$ cat config.mk
export PLATFORM = sky130hd
export DESIGN_NAME = inst_fetch_resp
export DESIGN_NICKNAME = d
export VERILOG_FILES = /design/src/rtl/inst_fetch_resp_pkg.sv /design/src/rtl/inst_fetch_resp.sv
export SDC_FILE = /design/constraint.sdc
export NUM_CORES = 1
export LEC_CHECK = 0
export CAP_MARGIN = 20
export CORE_MARGIN = 4
export CORE_UTILIZATION = 30
export DETAILED_ROUTE_END_ITERATION = 8
export MAX_ROUTING_LAYER = met4
export PLACE_DENSITY_LB_ADDON = 0.12
export SYNTH_ARGS = -nofsm -noshare
export SYNTH_HDL_FRONTEND = slang
export SYNTH_SLANG_ARGS = --single-unit
$ cat constraint.sdc
create_clock -name clk -period 5.7 [get_ports clk]
set_clock_uncertainty 0.2 [all_clocks]
set_input_delay 0.57 -clock clk [delete_from_list [all_inputs] [get_ports clk]]
set_output_delay 0.57 -clock clk [all_outputs]
set_load 0.01 [all_outputs]
$ cat src/rtl/inst_fetch_resp_pkg.sv
// Shared types for the instruction-fetch responder: FSM encoding and alignment helper.
package inst_fetch_resp_pkg;

  typedef enum logic [1:0] {
    StIdle = 2'b00,
    StReq  = 2'b01,
    StDrop = 2'b10
  } fetch_state_e;

  function automatic logic is_word_aligned(input logic [1:0] lsb);
    return lsb == 2'b00;
  endfunction

endpackage

$ cat src/rtl/inst_fetch_resp.sv
// Instruction-side responder: fetches the word at pc_i over a req/ack bus, keeps a one-entry
// buffer so a re-presented PC is served without a new transaction, and stalls the PC meanwhile.
module inst_fetch_resp
  import inst_fetch_resp_pkg::*;
#(
  parameter int unsigned ADDR_W = 32,
  parameter int unsigned DATA_W = 32
) (
  input  logic              clk,
  input  logic              rst,
  input  logic [ADDR_W-1:0] pc_i,
  input  logic              ce_i,
  input  logic              flush_i,
  input  logic              mem_ack_i,
  input  logic [DATA_W-1:0] mem_rdata_i,
  output logic              mem_req_o,
  output logic [ADDR_W-1:0] mem_addr_o,
  output logic [DATA_W-1:0] inst_o,
  output logic              inst_valid_o,
  output logic              addr_err_o,
  output logic              stallreq_o
);

  fetch_state_e      state_q;
  logic              mem_req_q;
  logic [ADDR_W-1:0] mem_addr_q;
  logic [DATA_W-1:0] inst_q;
  logic              inst_valid_q;
  logic              addr_err_q;
  logic [ADDR_W-1:0] buf_addr_q;

  logic aligned;
  logic hit;
  logic abandon;

  assign aligned = is_word_aligned(pc_i[1:0]);
  assign hit     = inst_valid_q & (pc_i == buf_addr_q) & ~addr_err_q;
  assign abandon = flush_i | ~ce_i;

  always_ff @(posedge clk or posedge rst) begin
    if (rst) begin
      state_q      <= StIdle;
      mem_req_q    <= 1'b0;
      mem_addr_q   <= '0;
      inst_q       <= '0;
      inst_valid_q <= 1'b0;
      addr_err_q   <= 1'b0;
      buf_addr_q   <= '0;
    end else begin
      unique case (state_q)
        StIdle: begin
          if (flush_i) begin
            inst_valid_q <= 1'b0;
            addr_err_q   <= 1'b0;
          end else if (!ce_i) begin
            inst_valid_q <= 1'b0;
            inst_q       <= '0;
          end else if (!aligned) begin
            // Misaligned fetch is answered locally with an error flag, never sent to memory.
            inst_q       <= '0;
            inst_valid_q <= 1'b1;
            addr_err_q   <= 1'b1;
            buf_addr_q   <= pc_i;
          end else if (!hit) begin
            mem_req_q    <= 1'b1;
            mem_addr_q   <= {pc_i[ADDR_W-1:2], 2'b00};
            buf_addr_q   <= pc_i;
            inst_valid_q <= 1'b0;
            addr_err_q   <= 1'b0;
            state_q      <= StReq;
          end
        end
        StReq: begin
          if (mem_ack_i) begin
            mem_req_q <= 1'b0;
            state_q   <= StIdle;
            if (!abandon) begin
              inst_q       <= mem_rdata_i;
              inst_valid_q <= 1'b1;
            end
          end else if (abandon) begin
            // The bus has no withdraw; wait out the ack and throw the data away.
            state_q <= StDrop;
          end
        end
        StDrop: begin
          if (mem_ack_i) begin
            mem_req_q <= 1'b0;
            state_q   <= StIdle;
          end
        end
        default: state_q <= StIdle;
      endcase
    end
  end

  always_comb begin
    stallreq_o = 1'b0;
    unique case (state_q)
      StIdle:  stallreq_o = ce_i & ~flush_i & aligned & ~hit;
      StReq:   stallreq_o = ~mem_ack_i;
      StDrop:  stallreq_o = 1'b1;
      default: stallreq_o = 1'b0;
    endcase
  end

  assign mem_req_o    = mem_req_q;
  assign mem_addr_o   = mem_addr_q;
  assign inst_o       = inst_q;
  assign inst_valid_o = inst_valid_q;
  assign addr_err_o   = addr_err_q;

endmodule

Yosys cells after proc, flatten, opt, wreduce, memory -nomap -nowiden
Cells that the tools add are included.
{ "word_totals": {"elab_cells": 79, "out_inout_bits": 68, "input_bits": 69, "ff_bits": 99} }
{ "classes": {"mux": 32, "eq_ne": 16, "reduce_logical": 13, "n_bitwise": 11} }
{ "ops": {"columns": ["operator", "n"], "rows": [
  ["$mux W32", 7],
  ["$pmux W32 S2", 1],
  ["$eq A32 B32 Y1", 1],
  ["$ne A2 B2 Y1 const B", 8],
  ["$mux W2", 7],
  ["$mux W1", 13],
  ["$reduce_and A6 Y1", 2],
  ["$reduce_and A5 Y1", 2],
  ["$ne A3 B3 Y1 const B", 3],
  ["$reduce_and A4 Y1", 2],
  ["$pmux W2 S3", 1],
  ["$reduce_bool A2 Y1", 3],
  ["$and A1 B1 Y1", 5],
  ["$ne A5 B5 Y1 const B", 1],
  ["$not A1 Y1", 5],
  ["$logic_not A2 Y1", 2],
  ["$pmux W1 S2", 2],
  ["$pmux W1 S3", 1],
  ["$reduce_and A3 Y1", 1],
  ["$eq A2 B1 Y1 const B", 1],
  ["$eq A2 B2 Y1 const B", 1],
  ["$ne A2 B1 Y1 const B", 1],
  ["$reduce_or A2 Y1", 1],
  ["$or A1 B1 Y1", 1]
]} }

Longest topological paths before layout
{ "logic_depth": {"depth_word": 8, "mapped_depth": 9, "ltp_nobuf": 8} }

Worst setup path before layout
Ideal clock, no wire load.
{ "synth_path": {"path_kind": "input to output", "start": "input port pc_i[14]", "end": "output port stallreq_o", "stages": 7, "t_arrival_ns": 1.972, "path_slack_ns": 2.958, "path_cell_list": "xnor2_1 > nand4_1 > nor4b_1 > nand4_1 > nor2b_4 > buf_6 > o31a_1"} }
{ "synth_between": {"elab_chain_len": 6} }
{ "synth_lines": {"columns": ["item", "line_no", "source"], "rows": [
  ["from (decl)", "inst_fetch_resp.sv:11", "input logic [ADDR_W-1:0] pc_i,"],
  ["$eq A32 B32 Y1", "inst_fetch_resp.sv:37", "assign hit = inst_valid_q & (pc_i == buf_addr_q) & ~addr_err_q;"],
  ["$and A1 B1 Y1 (2 in a row)", "inst_fetch_resp.sv:37", null],
  ["$not A1 Y1 (no source line)", null, null],
  ["$and A1 B1 Y1", "inst_fetch_resp.sv:100", "StIdle: stallreq_o = ce_i & ~flush_i & aligned & ~hit;"],
  ["$pmux W1 S3", "inst_fetch_resp.sv:99", "unique case (state_q)"],
  ["to (decl)", "inst_fetch_resp.sv:21", "output logic stallreq_o"]
]} }
Every way passes these cells.

Final worst setup path
{ "layout_path": {"start": "input port pc_i[28]", "end": "output port stallreq_o"} }
The elaborated chain is that of the path after synthesis.

==> key figures <==
Pwr
  • Peak supply drop: roughly 0.00020 V
  • Power density cells: about 470 nW/um2
  • Static Leakage: around 0.0026 uW

STA
  • Period minus WS final: approximately 3800 ps
  • Period utilization: between 60% and 70%
  • Rel. slew slack: roughly 46%
  • Number of hold violations in the final report: 0
  • # setup viols final: 0
  • Transition time at the pin with the least slew margin: about 800 ps
  • Max frequency: about 260 MHz
  • Total count of max-transition violations in the final report: 0
  • Unrepaired setup endpoints after global routing: false
  • Total negative setup slack: 0 ps

Yosys
  • Synthesized cell area: between 4000 and 5000 um2
  • Largest cells by area after synthesis: sky130_fd_sc_hd__dfrtp_1, sky130_fd_sc_hd__mux2_4, sky130_fd_sc_hd__mux2_2
  • Synth Area per Inst: ~12 um2
  • Cell type contributing the most total cell area after synthesis: sky130_fd_sc_hd__dfrtp_1
  • Cells after Synth: 380
  • Area fraction of the dominant cell type after synthesis: 54.89%
  • Count of warnings emitted by yosys: 0
  • Sequential cell area fraction in the yosys report: around 55%
  • Netlist cell types: 38
  • Post-synthesis register bit count: a little under 100

GRT
  • Antenna violations before repair: 0
  • GRT Total Usage: 13.68%
  • Remaining global-route overflow: 0
  • Maximum number of pins on one net before global-route repair: 65
  • Vias in the first global route: ~3400
  • Global-route wire length before repair: 17.28 mm

Layout
  • Multi-input combinational cell area: roughly 1900 um2
  • Register Area: roughly 2500 um2
  • Commonest cells after routing, fill and taps aside: sky130_fd_sc_hd__clkdlybuf4s50_1, sky130_fd_sc_hd__dfrtp_1, sky130_fd_sc_hd__nand2_1
  • Fraction of final layout cells sized beyond drive strength 1: between 10% and 20%
  • Most frequent standard cell in the layout excluding fill and tap cells: sky130_fd_sc_hd__clkdlybuf4s50_1
  • Final standard cell utilization of the core: 43.39%
  • Area growth from synthesis to final layout: 40.78%
  • Number of cells in the finished layout apart from fillers: between 700 and 800
  • Ant. Diodes: 0
  • Nets: around 590
  • Fillers: 1421

Critical path
  • CP Data Arrival Time: roughly 3000 ps
  • Crit-path cells: clkdlybuf4s50_1 > xnor2_1 > nand4_1 > nor4_1 > nand4_1 > nor2b_4 > o31a_1 > clkdlybuf4s50_1
  • Startpoint of the lowest-slack register-to-register path: buf_addr_q[9]
  • Crit path capture type: primary output
  • Endpoint of the worst-slack reg-to-reg timing path: mem_addr_o[30]
  • Cell with the largest stage delay on the worst path: sky130_fd_sc_hd__clkdlybuf4s50_1
  • Crit Path Class: input port to primary output
  • Largest driver fanout on the critical path: 6
  • Crit path required time: roughly 4900 ps
  • Total buffers and inverters traversed by the critical path: 2
  • Worst setup slack for register-to-register paths: about 3100 ps
  • Cells on worst reg2reg path: 7
  • Kind of cell with the highest combined delay on the critical path: buffers and inverters
  • Startpoint types: input port
  • Slowest cell delay on critical path: 480 ps

Worst hold path
  • Worst Hold Launch: inst_o[6]
  • Hold-critical path endpoint: inst_o[6]
  • Number of stages on the worst hold path: 2
  • Worst hold path class: flop to flop

Place
  • Number of instances in the placed design: 686
  • Detailed Place HPWL: ~7.8 mm
  • Input/output buffers: around 130
  • GPL Wtd Cong: between 0.7 and 0.8

Route
  • Post-Route WL: between 10 and 15 mm
  • Post-route antenna net violation count: 0
  • Total iterations of the first detailed-routing run: 4
  • Via total after detailed routing: approximately 3200
  • Drc violations: 0
  • WL per Instance: about 16 um
  • Violation count after the first detailed-route iteration: ~110
  • Via count normalized by instance count: around 4.6

Floorplanning
  • Die outline area: ~17000 um2
  • Initial cell density of the core: a little under a third
  • Row cnt: 44
  • Width of the die: approximately 130 um
  • Number of top-level design ports: ~140
  • Vertical die dimension: 130.7 um
  • Placeable core region: 14640 um2

Run status
  • Outcome: complete, no violations

CTS
  • Number of cells upsized or downsized after cts: 0
  • Clock tree from TritonCTS: yes
  • H-tree lvl count: 3
  • Worst-case clock buffer depth: 2
  • Source-to-sink clock delay at the later pin of the worst-skew pair: 350 ps
  • Post-CTS Hold Buffers: 0
  • Sinks on the clock net: slightly below 100
  • Post-CTS repair timing setup buffer count: 0
  • Worst-path clk slew: about 70 ps
  • Number of clock buffers inserted by TritonCTS: 9
  • CTS root buffer: sky130_fd_sc_hd__clkbuf_16

Run
  • Count of maximum capacitance violations: 0
routing by layer:
layer / routed length, um / track usage, % / vias to the layer above / share of wire [%]
met5: 0 / - / - / 0
met4: 238 / 5.263 / 0 / 2.2
met3: 779 / 5.488 / 17 / 7.1
met2: 4895 / 19.96 / 102 / 44
met1: 5114 / 17.05 / 1538 / 46
li1: - / - / 1551 / -
cells by family (layout without fill, tap and decap cells):
group	Yosys count	after routing	synth area share, %
AO/OA/AOI/OAI	48	48	5.961
XOR/XNOR	33	33	6.404
adder cells (fa/ha/maj)	4	4	1.109
buffers and inverters	23	160	2.661
flip-flops	99	99	54.89
multiplexers	62	62	17.88
other	1	2	0.08309
AND/OR/NAND/NOR	110	110	11.01
metrics by stage:
step / total power (uW) / instance area [um2] / setup WS [ps] / hold slack, ps
final: 3014 / 6354 / 1869 / 280.8
after global routing: 3223 / 6354 / 1628 / 313.5
after CTS: 3073 / 6354 / 1810 / 286.0
after detailed placement: 2403 / 6042 / 1818 / 270.0
after global placement: 2384 / 6042 / 1837 / 260.8
after floorplan: 1839 / 4517 / 2340 / 285.6
state kept, by name, indices dropped and copies added (netlist names):
signal / flops
buf_addr_q: 32
mem_req_o: 1
mem_addr_o: 30
inst_valid_o: 1
state_q: 2
inst_o: 32
addr_err_o: 1
how the worst max path moves through the flow:
| stage | start | to | slack (ps) | depth (start not counted) |
|---|---|---|---|---|
| final | pc_i[28] | stallreq_o | 1870 | 8 |
| after global routing | pc_i[26] | stallreq_o | 1630 | 8 |
| after CTS | pc_i[28] | stallreq_o | 1810 | 8 |
| after detailed placement | pc_i[28] | stallreq_o | 1820 | 8 |
| after global placement | pc_i[25] | stallreq_o | 1840 | 8 |
| after floorplan | rst | addr_err_o | 2340 | 1 |
worst register-to-register path, cell delays in order, from the launching register on:
cell	delay (ps)
sky130_fd_sc_hd__dfrtp_1	390
sky130_fd_sc_hd__xnor2_1	220
sky130_fd_sc_hd__nand4_1	140
sky130_fd_sc_hd__nor4bb_1	320
sky130_fd_sc_hd__nand4_1	320
sky130_fd_sc_hd__nor2b_4	230
sky130_fd_sc_hd__buf_4	310
sky130_fd_sc_hd__mux2_4	380
cell type report:
| type | instances | share of cell area, % |
|---|---|---|
| timing repair buffer | 139 | 21.70 |
| tap | 184 | 3.623 |
| clock buffer | 10 | 3.761 |
| inverter | 5 | 0.3348 |
| multi-input combinational | 259 | 30.45 |
| sequential | 99 | 38.99 |
| clock inverter | 6 | 1.142 |
cell usage after synthesis:
library cell	count
sky130_fd_sc_hd__nor2_1	9
sky130_fd_sc_hd__a21oi_1	4
sky130_fd_sc_hd__o21ai_1	2
sky130_fd_sc_hd__nor4_1	4
sky130_fd_sc_hd__o21ai_0	32
sky130_fd_sc_hd__o21a_1	1
sky130_fd_sc_hd__nor4b_1	2
sky130_fd_sc_hd__o31a_1	1
sky130_fd_sc_hd__o211ai_1	1
sky130_fd_sc_hd__a211o_1	2
sky130_fd_sc_hd__or2_2	1
sky130_fd_sc_hd__dfrtp_1	99
sky130_fd_sc_hd__mux2_2	32
sky130_fd_sc_hd__mux2_4	29
sky130_fd_sc_hd__xnor2_1	27
sky130_fd_sc_hd__inv_1	5
sky130_fd_sc_hd__xor2_1	6
sky130_fd_sc_hd__a31o_2	1
sky130_fd_sc_hd__nor4bb_1	1
sky130_fd_sc_hd__nand3_1	1
sky130_fd_sc_hd__buf_4	2
sky130_fd_sc_hd__nand4_1	10
sky130_fd_sc_hd__a31oi_1	1
sky130_fd_sc_hd__buf_6	3
sky130_fd_sc_hd__conb_1	1
sky130_fd_sc_hd__ha_1	4
sky130_fd_sc_hd__buf_2	3
sky130_fd_sc_hd__and2_1	1
sky130_fd_sc_hd__nor2b_4	1
sky130_fd_sc_hd__o31ai_1	1
sky130_fd_sc_hd__nor2b_1	3
sky130_fd_sc_hd__mux2_1	1
sky130_fd_sc_hd__a21boi_0	1
sky130_fd_sc_hd__nand2_1	73
sky130_fd_sc_hd__a22oi_1	1
sky130_fd_sc_hd__nand2b_1	3
sky130_fd_sc_hd__nor3_1	1
sky130_fd_sc_hd__clkbuf_1	10
report_power, final:
part / switching, uW / internal, uW / total (uW)
registers: 168 / 985 / 1150
logic: 516 / 704 / 1220
clock network: 284 / 357 / 642
total: 969 / 2050 / 3010
Power figures use the tool's default switching activity.
